## src/rtl/match_decode_rebuild.sv

```systemverilog
// Rebuilds original words from decoded match tuples using a move-to-front
// dictionary that mirrors the compressor's, with a 1-cycle registered output.
module match_decode_rebuild #(
    parameter  int WIDTH = 64,
    parameter  int DEPTH = 16,
    localparam int NB    = WIDTH / 8,
    localparam int LW    = $clog2(DEPTH)
) (
    input  logic             i_clk,
    input  logic             i_reset,
    input  logic             i_valid,
    output logic             o_ready,
    input  logic [1:0]       i_match_s,
    input  logic [NB-1:0]    i_type_matched,
    input  logic [LW-1:0]    i_location,
    input  logic [WIDTH-1:0] i_literal,
    output logic             o_valid,
    input  logic             i_ready,
    output logic [WIDTH-1:0] o_word,
    output logic [LW:0]      o_dict_count,
    output logic             o_err
);

    localparam logic [1:0]  MS_PARTIAL = 2'b01;
    localparam logic [1:0]  MS_FULL    = 2'b10;
    localparam logic [1:0]  MS_RSVD    = 2'b11;
    localparam logic [LW:0] COUNT_FULL = (LW + 1)'(DEPTH);

    logic [WIDTH-1:0] dict [DEPTH];
    logic [LW:0]      dict_count;
    logic             accept;
    logic             is_match;
    logic             loc_oob;
    logic             err_now;
    logic [WIDTH-1:0] entry;
    logic [WIDTH-1:0] rebuilt;

    assign o_ready      = ~o_valid | i_ready;
    assign accept       = i_valid & o_ready;
    assign o_dict_count = dict_count;
    assign entry        = dict[i_location];
    assign is_match     = (i_match_s == MS_PARTIAL) || (i_match_s == MS_FULL);
    assign loc_oob      = {1'b0, i_location} >= dict_count;

    // Reserved code, a full match that still carries literals, and a match
    // beyond the populated region are all flagged but decoded anyway.
    assign err_now = (i_match_s == MS_RSVD)
                   || ((i_match_s == MS_FULL) && (i_type_matched != '0))
                   || (is_match && loc_oob);

    // NOTE: default assignment first, so every path drives rebuilt and no latch is inferred.
    always_comb begin
        rebuilt = i_literal;
        if (is_match) begin
            for (int k = 0; k < NB; k++) begin
                if (!i_type_matched[k]) rebuilt[8*k +: 8] = entry[8*k +: 8];
            end
        end
    end

    // NOTE: the dictionary is reset explicitly because an out-of-range match
    // reads stored entries, so their post-reset contents are visible.
    always_ff @(posedge i_clk) begin
        if (i_reset) begin
            for (int i = 0; i < DEPTH; i++) dict[i] <= '0;
            dict_count <= '0;
        end else if (accept) begin
            // NOTE: non-blocking updates let every entry shift from the pre-edge array.
            dict[0] <= rebuilt;
            for (int i = 1; i < DEPTH; i++) begin
                if (!is_match || (LW'(i) <= i_location)) dict[i] <= dict[i-1];
            end
            if (!is_match && (dict_count != COUNT_FULL)) dict_count <= dict_count + 1'b1;
        end
    end

    always_ff @(posedge i_clk) begin
        if (i_reset) begin
            o_valid <= 1'b0;
            o_word  <= '0;
            o_err   <= 1'b0;
        end else begin
            if (accept) begin
                o_valid <= 1'b1;
                o_word  <= rebuilt;
            end else if (i_ready) begin
                o_valid <= 1'b0;
            end
            if (accept && err_now) o_err <= 1'b1;
        end
    end

endmodule
```

## config.mk

```make
export PLATFORM = sky130hd
export DESIGN_NAME = match_decode_rebuild
export DESIGN_NICKNAME = d
export VERILOG_FILES = /design/src/rtl/match_decode_rebuild.sv
export SDC_FILE = /design/constraint.sdc
export NUM_CORES = 2
export LEC_CHECK = 0
export CAP_MARGIN = 10
export CELL_PAD_IN_SITES_DETAIL_PLACEMENT = 0
export CELL_PAD_IN_SITES_GLOBAL_PLACEMENT = 1
export CORE_ASPECT_RATIO = 0.6
export CORE_UTILIZATION = 54
export CTS_BUF_LIST = sky130_fd_sc_hd__clkbuf_8
export CTS_CLUSTER_DIAMETER = 30
export DETAILED_ROUTE_END_ITERATION = 8
export PLACE_DENSITY = 0.9
export SETUP_SLACK_MARGIN = 0.15
export SLEW_MARGIN = 20
export SYNTH_ARGS = -nofsm -noshare
export SYNTH_HDL_FRONTEND = slang
export SYNTH_SLANG_ARGS = --single-unit
```

## constraint.sdc

```tcl
create_clock -name i_clk -period 9.08 [get_ports i_clk]
set_input_delay 1.362 -clock i_clk [delete_from_list [all_inputs] [get_ports i_clk]]
set_output_delay 1.362 -clock i_clk [all_outputs]
set_load 0.01 [all_outputs]
```

==> flow_metrics.tcl <==
set metrics [dict create \
    synthCells 3368 \
    clock-sinks 1095 \
    track_usage_pct 28.0 \
    htreeDepth 4 \
    worstPathRequired_ns 9.56 \
    leakagePower_uw 0.0207 \
    worstMarginPinSlew_ns 1.20 \
    post_cts_resized 0 \
    die_area_um2 92000 \
    finClkSkew_ns 0.0300 \
    multi_input_area_um2 16000 \
    synth.avg_cell_area_um2 14.6 \
    stdcell_area_um2 55000 \
    dpl_cell_area_um2 51800 \
    ios 154 \
    cts_buffers 165 \
    viasPerCell 6.18 \
    yosys_warnings 0 \
    clk_pin_slew_ns 0.06 \
    cts_max_path_buffers 3 \
    drc 0 \
    drive_gt1_share_pct 12.2 \
    run_status "finished, final reports clean" \
    grt_max_degree 167 \
    synth_edf_count 1024 \
    synth-seq-area-share_pct 65.6 \
    register_area_um2 32200 \
    hold_viol_final 0 \
    period_share_pct 48.2 \
    fin_crit_ns 4.38 \
    final_antenna_net_count 0 \
    power_density_nw_per_um2 210 \
    clk_latency_ns 0.87 \
    cp_max_fo 41 \
    wl_per_cell_um 26.3 \
    rsz0062_at_grt "false" \
    power_uw 11600 \
    cts_setup_buffers 0 \
    drv_slew 0 \
    wl_mm 128 \
    vias 30100 \
    vdd_ir_drop_max_uv 190 \
    synthArstFlopShare_pct 0 \
    worstHoldPathType "reg2reg" \
    dp_hpwl_mm 72.4 \
    die-width_um 391 \
    critical_path_class "in2reg" \
    slew_headroom_pct 19.9 \
    fin_setup_tns_ns 0 \
    synth_top_area_share_pct 62.7 \
    whs_ns 0.453 \
    die_y_um 235 \
    grt_pass1_wl_mm 191 \
    synth_area_leaders "edfxtp_1 (63%), and2_1 (7.3%), nor2b_1 (6.4%)" \
    crit_arrival_ns 4.86 \
    cts_root_buf "clkbuf_8" \
    syn_area_um2 49000 \
    final_nets 3603 \
    max_freq_mhz 228 \
    start_util_pct 54.6 \
    num-fill-cells 6720 \
    dp_slack_ns 3.89 \
    worst_slack_ns 4.70 \
    cts_hold_buf 0 \
    grt_pass1_vias 29200 \
    startpoint_type "input pin" \
    rows 85 \
    drv_cap 0 \
    setup_violations 0 \
    gp_congestion 0.823 \
    syn_nets 3458 \
    cts_tree "yes" \
    ys_ff_latch 1095 \
    area_growth_pct 12.3 \
    core_um2 89800 \
    crit_path_end_kind "flip-flop" \
    drt_pre_antenna_iters 5 \
    first_iter_violations 3903 \
    portBuffers 153 \
    ys_types 40 \
    grt_overflow_total 0 \
    antenna_found_initial 2 \
    ys.flop_type "edfxtp_1" \
    yosysTopAreaCell "edfxtp_1" \
]
-- path summary, 6_finish.rpt --
check | start | cells after the start | slack [ns] | endpoint
max | i_match_s[0] | 7 | 4.70 | dict[5][29]$_SDFFCE_PN0P_
min | o_word[18]$_SDFFE_PP0P_ | 1 | 0.45 | o_word[18]$_SDFFE_PP0P_
max reg2reg | o_valid$_SDFFE_PP0P_ | 5 | 5.51 | dict[5][29]$_SDFFCE_PN0P_
min reg2reg | o_word[18]$_SDFFE_PP0P_ | 1 | 0.45 | o_word[18]$_SDFFE_PP0P_
-- cell type report --
type	instances	share of cell area, %
Sequential cell	1095	58.4
Tap cell	1218	2.77
Multi-Input combinational cell	2028	29.1
Inverter	11	0.0841
Clock buffer	181	4.53
Clock inverter	124	1.33
Timing Repair Buffer	212	3.71
Antenna cell	3	0.0136
-- critical path: stages --
cell and delay (ns):
clkdlybuf4s50_1 0.48, inv_1 0.05, ha_1 0.82, or3_1 0.23, a21oi_1 0.24, a21oi_4 0.87
buf_4 0.75
-- flip-flops by register name (all words and copies together), names as in the netlist --
signal and flops:
o_valid 1, dict 1024, o_err 1, o_dict_count 5
o_word 64
-- power breakdown --
part / switching [µW] / internal, µW
clock: 2010 / 2020
combinational: 735 / 497
sequential: 238 / 6050
total: 2980 / 8570
-- placed cells by master (no fill, tap or decap), drive strengths merged, types with 2 or more instances in the layout --
cell type / Yosys / final
nand2b: 3 / 3
o21bai: 3 / 3
inv: 11 / 81
and3: 2 / 2
clkinvlp: 0 / 12
mux4: 128 / 128
a221oi: 64 / 64
bufinv: 0 / 6
o21ai: 2 / 2
clkdlybuf4s50: 0 / 149
clkbuf: 163 / 181
nor4: 2 / 2
edfxtp: 1024 / 1024
buf: 71 / 63
xnor2: 3 / 3
nor3: 130 / 130
or3: 2 / 2
clkinv: 0 / 36
a221o: 64 / 64
a21oi: 17 / 17
nor2: 101 / 101
ha: 8 / 8
nand3: 2 / 2
a21o: 66 / 66
nand2: 9 / 9
a211oi: 131 / 131
diode: 0 / 3
and2b: 12 / 12
mux2i: 193 / 193
nor2b: 502 / 502
dfxtp: 71 / 71
and2: 577 / 577
nand4: 3 / 3
-- kinds of logic after synthesis --
kind of cell | Yosys count | synth area share (%)
buffers and inverters | 245 | 2.22
and+or+nand+nor | 1347 | 16.3
adders and majority gates | 8 | 0.204
DFF | 1095 | 65.6
xor gates and xnor gates | 4 | 0.0715
AOI/OAI and AO/OA | 348 | 5.74
muxes | 321 | 9.82
-- metal layers --
layer  global-route usage (%)  part of all wire, %
met5                        0                    0
met4                     7.40                  1.9
met3                     6.90                   12
met2                     38.1                   42
met1                     44.7                   45
-- per-stage QoR --
stage                     util (%)  std cells
after floorplan                  -       3368
after global placement        57.7       4561
after detailed placement      57.7       4561
after CTS                     61.2       4866
after global routing          61.3       4869
final                         61.3       4872
-- cells in the mapped netlist (8+ instances only) --
cell type	count
a211oi_1	131
a21o_1	66
a21oi_1	14
a221o_1	64
a221oi_1	64
and2_1	576
and2b_1	12
buf_1	9
buf_2	42
buf_4	9
buf_6	11
clkbuf_1	162
dfxtp_1	71
edfxtp_1	1024
ha_1	8
inv_1	11
mux2i_1	193
mux4_2	128
nand2_1	9
nor2_1	100
nor2b_1	502
nor3_1	130
No activity file was read; power rests on OpenSTA's default activity.
